$ cat src/rtl/motor_pwm_pkg.sv
// Shared widths, limits and the duty clamp helper for the motor PWM bank.
package motor_pwm_pkg;

    localparam int DUTY_W   = 7;
    localparam int DUTY_MAX = 100;
    localparam int CH_W     = 3;

    typedef logic [DUTY_W-1:0] duty_t;
    typedef logic [CH_W-1:0]   ch_t;

    function automatic duty_t clamp_duty(input duty_t duty);
        return (duty > duty_t'(DUTY_MAX)) ? duty_t'(DUTY_MAX) : duty;
    endfunction

endpackage

$ cat src/rtl/motor_pwm_bank_if.sv
// Duty command channel: valid/ready handshake plus the invalid-channel error pulse.
interface motor_pwm_bank_if;

    logic                  cmd_valid;
    logic                  cmd_ready;
    motor_pwm_pkg::ch_t    cmd_ch;
    motor_pwm_pkg::duty_t  cmd_duty;
    logic                  cmd_err;

    modport master (
        output cmd_valid,
        output cmd_ch,
        output cmd_duty,
        input  cmd_ready,
        input  cmd_err
    );

    modport slave (
        input  cmd_valid,
        input  cmd_ch,
        input  cmd_duty,
        output cmd_ready,
        output cmd_err
    );

endinterface

$ cat src/rtl/motor_pwm_bank_channel.sv
// One PWM channel: target/current duty, boundary update and registered compare output.
// Defining RAMP_EN makes the current duty slew toward the target by RAMP_STEP per period.
module pwm_channel
    import motor_pwm_pkg::*;
#(
    parameter int TICKS_PER_PCT = 1000,
    parameter int CNT_W         = 17
`ifdef RAMP_EN
    ,
    parameter int RAMP_STEP     = 5
`endif
) (
    input  logic             clk,
    input  logic             rst,
    input  logic             en,
    input  logic             boundary,
    input  logic             wr,
    input  duty_t            wr_duty,
    input  logic [CNT_W-1:0] count,
    output logic             pwm,
    output logic             ramping
);

    localparam int PERIOD = 100 * TICKS_PER_PCT;
    // Threshold must hold PERIOD itself so that 100% never wraps to a short compare.
    localparam int TH_W   = $clog2(PERIOD + 1);

    duty_t            target_reg;
    duty_t            cur_reg;
    duty_t            cur_next;
    logic             pwm_reg;
    logic [TH_W-1:0]  thresh;

    assign thresh = TH_W'(cur_reg) * TH_W'(TICKS_PER_PCT);

`ifdef RAMP_EN
    localparam duty_t STEP = duty_t'(RAMP_STEP);

    always_comb begin
        cur_next = cur_reg;
        if (cur_reg < target_reg) begin
            cur_next = (target_reg - cur_reg > STEP) ? cur_reg + STEP : target_reg;
        end else if (cur_reg > target_reg) begin
            cur_next = (cur_reg - target_reg > STEP) ? cur_reg - STEP : target_reg;
        end
    end
`else
    always_comb begin
        cur_next = target_reg;
    end
`endif

    always_ff @(posedge clk) begin
        if (rst) begin
            target_reg <= '0;
            cur_reg    <= '0;
            pwm_reg    <= 1'b0;
        end else begin
            if (wr) begin
                target_reg <= wr_duty;
            end
            // Current duty only moves on the wrap cycle so a period never glitches.
            if (boundary) begin
                cur_reg <= cur_next;
            end
            pwm_reg <= en && (TH_W'(count) < thresh);
        end
    end

    assign pwm     = pwm_reg;
    assign ramping = (cur_reg != target_reg);

endmodule

$ cat src/rtl/motor_pwm_bank.sv
// Bank of N_CH PWM channels sharing one period counter and a duty command port.
// Optional soft start/stop is enabled by defining RAMP_EN.
module motor_pwm_bank
    import motor_pwm_pkg::*;
#(
    parameter int N_CH          = 2,
    parameter int TICKS_PER_PCT = 1000,
    parameter int RAMP_STEP     = 5
) (
    input  logic                clk,
    input  logic                rst,
    input  logic                en,
    motor_pwm_bank_if.slave     cmd,
    output logic [N_CH-1:0]     pwm,
    output logic [N_CH-1:0]     ramping,
    output logic                period_start
);

    localparam int PERIOD  = 100 * TICKS_PER_PCT;
    localparam int CNT_W   = $clog2(PERIOD);
    localparam int CNT_MAX = PERIOD - 1;

    if ((N_CH < 1) || (N_CH > 8) || (RAMP_STEP < 1) || (RAMP_STEP > 100)) begin : g_bad_cfg
        $error("motor_pwm_bank: parameter out of range");
    end

    logic [CNT_W-1:0] count_reg;
    logic             cmd_ready_reg;
    logic             cmd_err_reg;
    logic             boundary;
    logic             accept;
    duty_t            duty_in;

    assign boundary = en && (count_reg == CNT_W'(CNT_MAX));
    assign accept   = cmd.cmd_valid && cmd_ready_reg;
    assign duty_in  = clamp_duty(cmd.cmd_duty);

    always_ff @(posedge clk) begin
        if (rst) begin
            count_reg     <= '0;
            cmd_ready_reg <= 1'b0;
            cmd_err_reg   <= 1'b0;
        end else begin
            cmd_ready_reg <= 1'b1;
            cmd_err_reg   <= accept && (32'(cmd.cmd_ch) >= N_CH);
            if (!en || boundary) begin
                count_reg <= '0;
            end else begin
                count_reg <= count_reg + 1'b1;
            end
        end
    end

    assign cmd.cmd_ready = cmd_ready_reg;
    assign cmd.cmd_err   = cmd_err_reg;
    assign period_start  = en && !rst && (count_reg == '0);

    // An out-of-range channel matches no instance, so nothing is written.
    for (genvar gi = 0; gi < N_CH; gi++) begin : g_ch
        pwm_channel #(
            .TICKS_PER_PCT (TICKS_PER_PCT),
            .CNT_W         (CNT_W)
`ifdef RAMP_EN
            ,
            .RAMP_STEP     (RAMP_STEP)
`endif
        ) u_ch (
            .clk      (clk),
            .rst      (rst),
            .en       (en),
            .boundary (boundary),
            .wr       (accept && (cmd.cmd_ch == CH_W'(gi))),
            .wr_duty  (duty_in),
            .count    (count_reg),
            .pwm      (pwm[gi]),
            .ramping  (ramping[gi])
        );
    end

endmodule
$ cat src/flat_wrapper.sv
// flat-port wrapper written by rule: the top's interface ports become plain ports
module motor_pwm_bank_flat import motor_pwm_pkg::*;
#(
    parameter int N_CH          = 2,
    parameter int TICKS_PER_PCT = 1000,
    parameter int RAMP_STEP     = 5
)
  (clk, rst, en, pwm, ramping, period_start, cmd_cmd_valid, cmd_cmd_ch, cmd_cmd_duty, cmd_cmd_ready, cmd_cmd_err);
  motor_pwm_bank_if cmd_i ();
  input  logic clk;
  input  logic rst;
  input  logic en;
  output logic [N_CH-1:0] pwm;
  output logic [N_CH-1:0] ramping;
  output logic period_start;
  input wire logic [$bits(cmd_i.cmd_valid)-1:0] cmd_cmd_valid;
  input wire logic [$bits(cmd_i.cmd_ch)-1:0] cmd_cmd_ch;
  input wire logic [$bits(cmd_i.cmd_duty)-1:0] cmd_cmd_duty;
  output wire logic [$bits(cmd_i.cmd_ready)-1:0] cmd_cmd_ready;
  output wire logic [$bits(cmd_i.cmd_err)-1:0] cmd_cmd_err;
  assign cmd_i.cmd_valid = cmd_cmd_valid;
  assign cmd_i.cmd_ch = cmd_cmd_ch;
  assign cmd_i.cmd_duty = cmd_cmd_duty;
  assign cmd_cmd_ready = cmd_i.cmd_ready;
  assign cmd_cmd_err = cmd_i.cmd_err;
  motor_pwm_bank #(.N_CH(N_CH), .TICKS_PER_PCT(TICKS_PER_PCT), .RAMP_STEP(RAMP_STEP)) u_core (.clk(clk), .rst(rst), .en(en), .cmd(cmd_i), .pwm(pwm), .ramping(ramping), .period_start(period_start));
endmodule
$ cat config.mk
export PLATFORM = sky130hd
export DESIGN_NAME = motor_pwm_bank_flat
export DESIGN_NICKNAME = d
export VERILOG_FILES = /design/src/rtl/motor_pwm_pkg.sv /design/src/rtl/motor_pwm_bank_if.sv /design/src/rtl/motor_pwm_bank_channel.sv /design/src/rtl/motor_pwm_bank.sv /design/src/flat_wrapper.sv
export SDC_FILE = /design/constraint.sdc
export NUM_CORES = 1
export LEC_CHECK = 0
export BUFFER_PORTS_ARGS = -buffer_cell sky130_fd_sc_hd__buf_2
export CAP_MARGIN = 20
export CORE_ASPECT_RATIO = 0.9
export CORE_MARGIN = 2
export CORE_UTILIZATION = 48
export DETAILED_ROUTE_END_ITERATION = 8
export GPL_ROUTABILITY_DRIVEN = 1
export GPL_TIMING_DRIVEN = 0
export HOLD_SLACK_MARGIN = 0.12
export PLACE_DENSITY_LB_ADDON = 0.3
export SETUP_SLACK_MARGIN = 0.05
export SLEW_MARGIN = 20
export SYNTH_ARGS = -nofsm -noshare
export SYNTH_HDL_FRONTEND = slang
export SYNTH_SLANG_ARGS = --single-unit
$ cat constraint.sdc
create_clock -name clk -period 4.85 [get_ports clk]
set_input_delay 1.2125 -clock clk [delete_from_list [all_inputs] [get_ports clk]]
set_output_delay 1.2125 -clock clk [all_outputs]
set_load 0.005 [all_outputs]
Word-level counts from Yosys, hierarchy flattened

Cells that the tools add are included.
W data, S select, Z words.

Muxes and demuxes: 2
Reduce and logical (&&, ||, !) cells: 15
Multipliers: 2
$add $sub $neg: 1
Magnitude comparators: 4
Eq/ne operators: 4

Operator list:

| operator                | count |
|---|---|
| $lt A17 B17 Y1          | 2 |
| $mul A7 B7 Y14 const B  | 2 |
| $add A17 B1 Y17 const B | 1 |
| $eq A17 B17 Y1 const B  | 1 |
| $logic_not A17 Y1       | 1 |
| $ne A7 B7 Y1            | 2 |
| $logic_and A1 B1 Y1     | 9 |
| $gt A7 B7 Y1 const B    | 1 |
| $mux W7                 | 1 |
| $eq A3 B1 Y1 const B    | 1 |
| $ge A3 B2 Y1 const B    | 1 |
| $logic_not A3 Y1        | 1 |
| $logic_not A1 Y1        | 2 |
| $reduce_or A2 Y1        | 1 |
| $logic_or A1 B1 Y1      | 1 |
| $mux W1                 | 1 |

Bits in registers: 49

Depth between registers and ports, before layout

Gate-level depths: netlist (run 1).

Word-level depth: 4
Mapped depth: 18

By module

Synthesis (run 1) repeated with hierarchy kept, for this count alone.

Cells, all modules: 554
Area, all modules: 5114.9 um2

By module, submodules not included:

| module         | times used | cells each | area an instance (um2) |
|---|---|---|---|
| pwm_channel    | 2          | 218        | 2057.0 |
| motor_pwm_bank | 1          | 118        | 1001.0 |

Least setup slack after synthesis (run 1)

Ideal clock, no wire load.

Kind: reg-to-reg
From: reg u_core.g_ch[1].u_ch.cur_reg[2]
To: reg u_core.g_ch[1].u_ch.pwm_reg
Setup slack: 0.334 ns
Stages on the path, launching flop included: 18
Arrival: 4.446 ns
Clock period less this slack: 4.516 ns
Required time: 4.780 ns
Cells stage by stage: dfxtp_1 -> fa_1 -> fa_1 -> inv_1 -> fa_1 -> fa_1 -> inv_1 -> ha_1 -> and3_1 -> a221oi_1 -> nand2b_1 -> a31oi_1 -> xor2_1 -> ha_1 -> nor2b_1 -> o21ai_0 -> nand2_1 -> a21oi_1

Longest elaborated chain between the ends: 3

Ends and longest elaborated chain:

| element                | line                         | RTL |
|---|---|---|
| start, declared        | motor_pwm_bank_channel.sv:29 | `duty_t cur_reg;` |
| start signal, assigned | motor_pwm_bank_channel.sv:64 | `cur_reg <= cur_next;` |
| $mul A7 B7 Y14         | motor_pwm_bank_channel.sv:34 | `assign thresh = TH_W'(cur_reg) * TH_W'(TICKS_PER_PCT);` |
| $lt A17 B17 Y1         | motor_pwm_bank_channel.sv:66 | `pwm_reg <= en && (TH_W'(count) < thresh);` |
| $logic_and A1 B1 Y1    | motor_pwm_bank_channel.sv:66 |  |
| end signal, assigned   | motor_pwm_bank_channel.sv:66 |  |
| end, declared          | motor_pwm_bank_channel.sv:31 | `logic pwm_reg;` |

Every way passes these cells.
A chain may end at the register's enable or synchronous reset.

Worst setup path in the final report (run 1)

From: reg u_core.g_ch[1].u_ch.cur_reg[1]
To: reg u_core.g_ch[1].u_ch.pwm_reg

The elaborated chain is that of the path after synthesis.

==> impl_metrics.yaml, run 1 <==
power:
  p_total_uw: 860
  pwr-share-seq_pct: 47.1
  swShare_pct: 21.0
  peakVddDrop_v: 0.000215
  p_clk_share_pct: 48.6
  power_frac_comb_pct: 4.3
  p_switching_uw: 181
  p_per_area_nw_per_um2: 155
  internal_power_uw: 679
  leakagePower_nw: 2.86
sta:
  finalCritPeriodShare_pct: 93.0
  max_slew_margin_pct: 33.3
  slew_violations: 0
  min_period_ps: 4510
  tightest_slew_ps: 992
  finalSetupViolations: 0
  finalHoldViolCount: 0
  fmax_mhz: 222
  fin_worst_skew_ps: 12.0
  rsz0062_at_grt: "false"
global_route:
  track_usage_pct: 17.4
  grt_pass1_vias: 3624
  grt_antenna_before_repair: 0
  grt_max_degree: 17
  grt_pass1_wl_um: 16300
  grt-ovfl-total: 0
cts:
  clock-sinks: 49
  clk_latency_ps: 290
  cts_tree: "built"
  clockRootBuffer: "clkbuf_16"
  numCtsBuffers: 5
  htreeDepth: 2
  cts_hold_buf: 0
  clk_path_buf_depth: 2
  path_clk_slew_ps: 70
logic_synthesis:
  avgSynthCellArea_um2: 9.30
  synthArstFlopShare_pct: 0
  synth_area_leader_cell: "ha_1"
  synth_top_area_share_pct: 23.8
  yosysWarnings: 0
  ys_types: 39
  synthFlopType: "dfxtp_1"
  synth_edf_count: 0
  ys_seq_elements: 49
  syn_nets: 688
  syn_inst: 542
  netlist_area_um2: 5040
  yosysSeqAreaShare_pct: 19.5
  synth.area.top_cells: "ha_1 24%, dfxtp_1 19%, fa_1 14%"
route:
  top_layer_used: "met4"
  wl_met2_um: 4390
  vias_per_cell: 5.30
  wirelength_um: 9510
  wl_per_cell_um: 13.6
  vias: 3708
  drtIter0Drc: 97
  met1_length_um: 4790
  dr_wl_met3_um: 274
  final_antenna_net_count: 0
  drc: 0
  firstDrtPassIters: 6
critical_path:
  cp-end-kind: "flop"
  crit_type: "reg2reg"
  critical-path-top-delay-family: "adder cells"
  crit_path_max_incr_delay_ps: 530
  slowest_stage: "fa_1"
  cpMostUsedCell: "fa_1"
  cp.arrival_ps: 4730
  crit_buf_inv: 2
  cp_max_fo: 7
  worstPathRequired_ps: 5070
  worstPathCellList: "fa_1, fa_1, inv_1, fa_1, fa_1, inv_1, ha_4, and3_1, a221oi_2, nand2b_1, a31oi_1, xor2_1, ha_1, nor2b_1, o21ai_1, nand2_1, a21oi_1"
  cp-start-kind: "flop"
placed_design:
  gp_congestion: 0.867
  hpwl_um: 7650
  placed_cell_area_um2: 5300
  port_buffers: 20
run:
  maxCapViolCount: 0
final_layout:
  fin_util_pct: 54.2
  synthToLayoutAreaGrowth_pct: 10.1
  postLayoutCellArea_um2: 5550
  nets: 716
  drive_gt1_share_pct: 9.28
  antenna_cells: 0
  largest_register_ffs: 17
floorplan:
  start_util_pct: 49.2
  die-area_um2: 11300
  fp.dieH_um: 101
  coreArea_um2: 10200
  io_pins: 21
  num_rows: 35
  die_x_um: 112
worst_hold_path:
  min_path_type: "reg2reg"
status:
  status: "completed"
[repair_timing]
item	4_1_cts	5_1_grt
setup endpoints to repair	2	2
buffers inserted	0	1
resized for setup	6	13
gates cloned	0	0
pin swaps	0	8
[per-layer routing]
layer	track usage, %	vias to the layer above
met4	3.19	0
met1	24.1	1782
met2	29.6	41
met5	0	-
li1	-	1881
met3	2.69	4
[worst reg2reg max path: cells and delay by family, from the launching register on]
family / cells / cell delay (ps)
AOI/OAI and AO/OA: 4 / 750
adders and majority gates: 6 / 2520
DFF: 1 / 380
xor gates and xnor gates: 1 / 170
buffers and inverters: 2 / 110
and+or+nand+nor: 4 / 530
[synthesized netlist by cell type, types with 2 or more instances]
| master | instances |
|---|---|
| a211oi_1 | 2 |
| nand4_1 | 9 |
| clkbuf_1 | 2 |
| nor3_1 | 7 |
| o22ai_1 | 3 |
| and2_1 | 6 |
| fa_1 | 36 |
| xnor2_1 | 20 |
| mux2i_1 | 26 |
| a221oi_1 | 4 |
| and3_1 | 10 |
| a21oi_1 | 18 |
| dfxtp_1 | 49 |
| nor2b_1 | 9 |
| nand3_1 | 10 |
| buf_4 | 4 |
| ha_1 | 96 |
| or3_1 | 3 |
| nor2_1 | 58 |
| o21ai_0 | 14 |
| a21o_1 | 8 |
| nor4_4 | 2 |
| nand2_1 | 21 |
| inv_1 | 70 |
| xor2_1 | 31 |
| and4_1 | 3 |
| nor4_1 | 3 |
| a31oi_1 | 2 |
| nand2b_1 | 5 |
| o221ai_1 | 2 |
[final timing paths]
check / depth (start not counted) / to / slack (ps) / startpoint
max: 17 / u_core.g_ch[1].u_ch.pwm$_SDFF_PP0_ / 340 / u_core.g_ch[1].u_ch.cur_reg[1]$_SDFFE_PP0P_
max reg2reg: 17 / u_core.g_ch[1].u_ch.pwm$_SDFF_PP0_ / 340 / u_core.g_ch[1].u_ch.cur_reg[1]$_SDFFE_PP0P_
min reg2reg: 1 / u_core.count_reg[0]$_SDFF_PP0_ / 490 / u_core.count_reg[0]$_SDFF_PP0_
min: 1 / u_core.count_reg[0]$_SDFF_PP0_ / 490 / u_core.count_reg[0]$_SDFF_PP0_
[cell families (layout without fill, tap and decap cells)]
| family | after synthesis | in the layout | share of synthesized area, % |
|---|---|---|---|
| XOR/XNOR | 51 | 51 | 8.86 |
| AO/OA/AOI/OAI | 55 | 55 | 6.80 |
| AND/OR/NAND/NOR | 150 | 150 | 15.2 |
| buffers and inverters | 79 | 108 | 6.36 |
| flip-flops | 49 | 49 | 19.5 |
| adder cells (fa/ha/maj) | 132 | 132 | 38.1 |
| multiplexers | 26 | 26 | 5.16 |
[layout by cell type (no fill, tap or decap), drive strengths merged, types with 9 or more instances in the layout]
cell   netlist  final
and3        11     11
nor2b        9      9
xor2        31     31
ha          96     96
dfxtp       49     49
nand2       22     22
nand4        9      9
a21oi       18     18
nand3       10     10
o21ai       14     14
buf          7     28
xnor2       20     20
fa          36     36
mux2i       26     26
nor2        58     58
inv         70     71
[power groups by stage]
stage	registers, mW	logic [mW]	clock network (mW)
floorplan	0.417	0.0213	0
global placement	0.417	0.0357	0
detailed placement	0.417	0.0368	0
CTS	0.408	0.0371	0.426
global route	0.405	0.0411	0.438
finish	0.405	0.0370	0.418
[cell type report]
type	count	area (um^2)
flip-flops and latches	49	1000
plain buffers	9	57.6
inverters	70	263
clock inverters	2	41.3
well taps	129	161
fillers	913	4700
multi-input cells	414	3780
repair buffers	21	108
clock buffers	6	139
[stage by stage]
stage          std cells  hold slack (ps)  setup WS (ps)  TNS, ps
2_1_floorplan        542              441            334        0
3_3_place_gp         691              457           27.6        0
3_5_place_dp         691              472          -66.4     -105
4_1_cts              699              493           27.6        0
5_1_grt              700              542           51.0        0
6_report             700              493            340        0
Note: power is estimated with default switching activity, not from simulation.
==> inputs of run 2 (changes only) <==
Settings changed: CORE_ASPECT_RATIO 0.9 to 2, CORE_MARGIN 2 to unset, RECOVER_POWER set to 25.
==> impl_metrics.yaml, run 2 (synthesized netlist as in run 1, its figures left out) <==
status:
  status: "finished, violations left"
  violations: "capacitance limit, slew limit"
global_route:
  grt_pass1_vias: 3912
  grt_antenna_before_repair: 0
  grt-ovfl-total: 0
  grt_max_degree: 18
  track_usage_pct: 20.4
  grt_pass1_wl_um: 17300
sta:
  fin_worst_skew_ps: 5.38
  fmax_mhz: 218
  slew_violations: 9
  rsz0062_at_grt: "false"
  finalCritPeriodShare_pct: 94.6
  finalHoldViolCount: 0
  max_slew_margin_pct: -1.39
  tightest_slew_ps: 1500
  min_period_ps: 4590
  finalSetupViolations: 0
  hold_slack_ps: 489
  totalNegativeSetupSlack_ps: 0
final_layout:
  synthToLayoutAreaGrowth_pct: 9.88
  layout_commonest_cell: "ha_1"
  drive_gt1_share_pct: 9.42
  largest_register_ffs: 17
  final_cell_mix: "94 x ha_1, 70 x inv_1, 58 x nor2_1, 40 x dfxtp_1, 35 x fa_1"
  nets: 718
  antenna_cells: 0
floorplan:
  num_rows: 52
  start_util_pct: 49.7
  coreArea_um2: 10100
  fp.dieH_um: 147
  die-area_um2: 10900
  die_x_um: 74.5
  io_pins: 21
critical_path:
  critical-path-top-delay-family: "adder cells"
  slowest_stage: "fa_1"
  cp-start-kind: "flop"
  worstPathCellList: "fa_1, fa_1, inv_1, fa_1, fa_1, inv_1, ha_4, and3_1, a221oi_2, nand2b_1, a31oi_1, xor2_1, ha_1, nor2b_1, o21ai_1, nand2_1, a21oi_1"
  cpMostUsedCell: "fa_1"
  cp.arrival_ps: 4820
  cp-end-kind: "flop"
  cp_max_fo: 7
  worstPathRequired_ps: 5080
  crit_type: "reg2reg"
  crit_path_max_incr_delay_ps: 530
  crit_buf_inv: 2
route:
  vias: 3778
  final_antenna_net_count: 0
  dr_wl_met3_um: 81
  firstDrtPassIters: 4
  top_layer_used: "met4"
  wirelength_um: 10500
  wl_met2_um: 6280
  met1_length_um: 3850
  wl_per_cell_um: 14.8
  drc: 0
  drtIter0Drc: 84
  vias_per_cell: 5.34
cts:
  cts_hold_buf: 0
  clk_latency_ps: 300
  htreeDepth: 2
  clock-sinks: 49
  numCtsBuffers: 5
  clockRootBuffer: "clkbuf_16"
  cts_tree: "built"
  path_clk_slew_ps: 70
  clk_path_buf_depth: 2
worst_hold_path:
  min_path_type: "reg2reg"
power:
  p_per_area_nw_per_um2: 146
  peakVddDrop_v: 0.000146
  leakagePower_nw: 2.84
placed_design:
  hpwl_um: 8540
  port_buffers: 20
  gp_congestion: 0.835
run:
  maxCapViolCount: 1
==> run 2: cell count changes in the layout (fill, tap and decap cells not counted), sizes merged <==
cell and delta:
buf -2, clkbuf +3, inv +1, clkinvlp +1
bufinv -1
==> run 2: cell type report <==
| class | count | area (um^2) |
|---|---|---|
| clock inverter | 3 | 25.0 |
| inverter | 70 | 263 |
| fill | 956 | 4610 |
| tap | 135 | 169 |
| timing repair buffer | 23 | 120 |
| buffer | 9 | 57.6 |
| sequential | 49 | 1010 |
| multi-input combinational | 414 | 3770 |
| clock buffer | 5 | 125 |
==> run 2: metal layers <==
layer,up-vias,global-route usage [%]
met5,-,0
met4,0,8.58
met2,27,41.2
met3,14,1.51
met1,1857,19.6
li1,1880,-
==> run 2: timing repair <==
action | 4_1_cts | 5_1_grt
setup endpoints to repair | 2 | 2
resized for setup | 10 | 12
pin swaps | 0 | 9
buffers inserted | 0 | 3
==> run 2: power breakdown <==
| group | switching, mW | leakage, nW | internal, mW |
|---|---|---|---|
| sequential | 0.00271 | 0.402 | 0.402 |
| clock | 0.174 | 0.0708 | 0.195 |
| combinational | 0.0209 | 2.37 | 0.0152 |
| total | 0.198 | 2.84 | 0.612 |
==> run 2: worst paths after layout <==
kind                                                             startpoint                                  to  slack, ps  depth (start not counted)
worst min-delay path                         u_core.count_reg[0]$_SDFF_PP0_      u_core.count_reg[0]$_SDFF_PP0_        490                          1
worst max-delay path            u_core.g_ch[1].u_ch.cur_reg[1]$_SDFFE_PP0P_  u_core.g_ch[1].u_ch.pwm$_SDFF_PP0_        260                         17
worst max register to register  u_core.g_ch[1].u_ch.cur_reg[1]$_SDFFE_PP0P_  u_core.g_ch[1].u_ch.pwm$_SDFF_PP0_        260                         17
worst min register to register               u_core.count_reg[0]$_SDFF_PP0_      u_core.count_reg[0]$_SDFF_PP0_        490                          1
==> run 2: metrics by stage <==
| stage | utilization (%) | cells | area [um^2] | power, mW | worst slack [ps] |
|---|---|---|---|---|---|
| floorplan | - | 542 | 5040 | 0.438 | 334 |
| global placement | 52.3 | 697 | 5310 | 0.453 | -126 |
| detailed placement | 52.3 | 697 | 5310 | 0.454 | -163 |
| CTS | 54.0 | 705 | 5480 | 0.822 | 101 |
| global route | 54.6 | 708 | 5540 | 0.833 | 66.5 |
| finish | 54.6 | 708 | 5540 | 0.810 | 261 |
==> inputs of run 3 (changes only) <==
Settings changed: CORE_ASPECT_RATIO 2 to unset, HOLD_SLACK_MARGIN 0.12 to 0.06.
==> impl_metrics.yaml, run 3 (synthesized netlist as in run 1, its figures left out) <==
sta:
  slew_violations: 9
  finalSetupViolations: 0
  rsz0062_at_grt: "true"
  tightest_slew_ps: 1510
  finalCritPeriodShare_pct: 94.3
  fin_worst_skew_ps: 13.4
  fmax_mhz: 219
  fin_ws_ps: 279
  max_slew_margin_pct: -1.85
  hold_slack_ps: 499
  min_period_ps: 4570
  finalHoldViolCount: 0
final_layout:
  layout_commonest_cell: "ha_1"
  final_cell_mix: "95 x ha_1, 70 x inv_1, 58 x nor2_1, 43 x dfxtp_1, 35 x fa_1"
  seqCellArea_um2: 1000
  multi_input_area_um2: 3750
  synthToLayoutAreaGrowth_pct: 10.3
  fin_util_pct: 54.3
  fill_cells: 930
  nets: 730
  antenna_cells: 0
  drive_gt1_share_pct: 10.8
  largest_register_ffs: 17
placed_design:
  gp_congestion: 0.794
  port_buffers: 20
  hpwl_um: 7900
  dp_slack_ps: -93.6
cts:
  path_clk_slew_ps: 110
  clk_path_buf_depth: 2
  htreeDepth: 2
  cts_hold_buf: 0
  clk_latency_ps: 320
  clock-sinks: 49
  cts_tree: "built"
  numCtsBuffers: 5
  clockRootBuffer: "clkbuf_8"
worst_hold_path:
  min_path_cells: 1
  hp-start: "u_core.count_reg[0]$_SDFF_PP0_"
  hold_end: "u_core.count_reg[0]$_SDFF_PP0_"
  min_path_type: "reg2reg"
critical_path:
  r2r-end: "u_core.g_ch[1].u_ch.pwm$_SDFF_PP0_"
  r2r-start: "u_core.g_ch[1].u_ch.cur_reg[1]$_SDFFE_PP0P_"
  reg2reg_slack_ps: 280
  cp-end-kind: "flop"
  crit_type: "reg2reg"
  cp-start-kind: "flop"
  cp_max_fo: 6
  cp.arrival_ps: 4810
  worstPathRequired_ps: 5090
  r2r_cells: 18
status:
  violations: "capacitance limit, slew limit"
  status: "finished, violations left"
route:
  wl_per_cell_um: 13.2
  wirelength_um: 9530
  firstDrtPassIters: 4
  drc: 0
  final_antenna_net_count: 0
  vias: 3681
  drtIter0Drc: 151
  vias_per_cell: 5.11
global_route:
  grt_pass1_wl_um: 16700
  grt_antenna_before_repair: 0
  grt-ovfl-total: 0
  grt_pass1_vias: 3670
  grt_max_degree: 19
  track_usage_pct: 18.5
power:
  leakagePower_nw: 2.89
  p_per_area_nw_per_um2: 126
  peakVddDrop_v: 0.000148
floorplan:
  coreArea_um2: 10200
  die_x_um: 104
  die-area_um2: 10900
  io_pins: 21
  start_util_pct: 49.3
  num_rows: 37
  fp.dieH_um: 104
run:
  maxCapViolCount: 1
## run 3: worst max-delay path by stage
stage	startpoint	end	slack, ps	cells past startpoint
final	u_core.g_ch[1].u_ch.cur_reg[1]$_SDFFE_PP0P_	u_core.g_ch[1].u_ch.pwm$_SDFF_PP0_	280	18
after global routing	u_core.g_ch[0].u_ch.cur_reg[2]$_SDFFE_PP0P_	u_core.g_ch[0].u_ch.pwm$_SDFF_PP0_	40	17
after CTS	u_core.g_ch[0].u_ch.cur_reg[1]$_SDFFE_PP0P_	u_core.g_ch[0].u_ch.pwm$_SDFF_PP0_	50	17
after detailed placement	u_core.g_ch[1].u_ch.cur_reg[2]$_SDFFE_PP0P_	u_core.g_ch[1].u_ch.pwm$_SDFF_PP0_	-90	17
after global placement	u_core.g_ch[1].u_ch.cur_reg[2]$_SDFFE_PP0P_	u_core.g_ch[1].u_ch.pwm$_SDFF_PP0_	10	17
after floorplan	u_core.g_ch[1].u_ch.cur_reg[2]$_SDFFE_PP0P_	u_core.g_ch[1].u_ch.pwm$_SDFF_PP0_	330	17
## run 3: worst max-delay path, cell delays in order (launching register included)
cell      delay, ps
dfxtp_4         380
buf_4           150
fa_1            530
inv_1            50
fa_1            500
inv_1            50
fa_1            440
ha_1            300
ha_1            380
and3_1          190
a221oi_2        260
nand2b_1        130
a31oi_1         220
xor2_1          200
ha_1            260
nor2b_1         130
o21ai_0         140
nand2_1          80
a21oi_1         110
## run 3: through the flow
stage | power (mW) | instances | setup TNS [ps] | instance area, um^2
after floorplan | 0.438 | 542 | 0 | 5040
after global placement | 0.453 | 698 | 0 | 5310
after detailed placement | 0.454 | 698 | -161 | 5310
after CTS | 0.709 | 706 | 0 | 5430
after global routing | 0.727 | 721 | 0 | 5560
final | 0.700 | 721 | 0 | 5560
## run 3: report_power, final
group          switching, mW  internal (mW)  leakage (nW)  total, mW
Clock                  0.152          0.108        0.0511      0.260
Sequential           0.00284          0.402         0.400      0.405
Combinational         0.0202         0.0153          2.44     0.0355
Total                  0.175          0.525          2.89      0.700
## run 3: area by class of cell
| cell class | instances | share of cell area [%] |
|---|---|---|
| multi-input cells | 414 | 67.5 |
| flip-flops and latches | 49 | 18.1 |
| inverters | 70 | 4.73 |
| repair buffers | 35 | 3.80 |
| well taps | 136 | 3.06 |
| clock buffers | 5 | 1.24 |
| plain buffers | 9 | 1.04 |
| clock inverters | 3 | 0.608 |
## run 3: layer usage
| layer | vias to the layer above | global-route usage [%] | share of wire, % |
|---|---|---|---|
| li1 | 1906 | - | - |
| met1 | 1730 | 25.0 | 50 |
| met2 | 39 | 31.9 | 48 |
| met3 | 6 | 2.57 | 2.2 |
| met4 | 0 | 2.65 | 0.50 |
| met5 | - | 0 | 0 |
## run 3: repair_timing
item	4_1_cts	5_1_grt
setup endpoints to repair	2	2
gates resized for setup	10	7
setup buffers	0	15
pin swaps	0	10
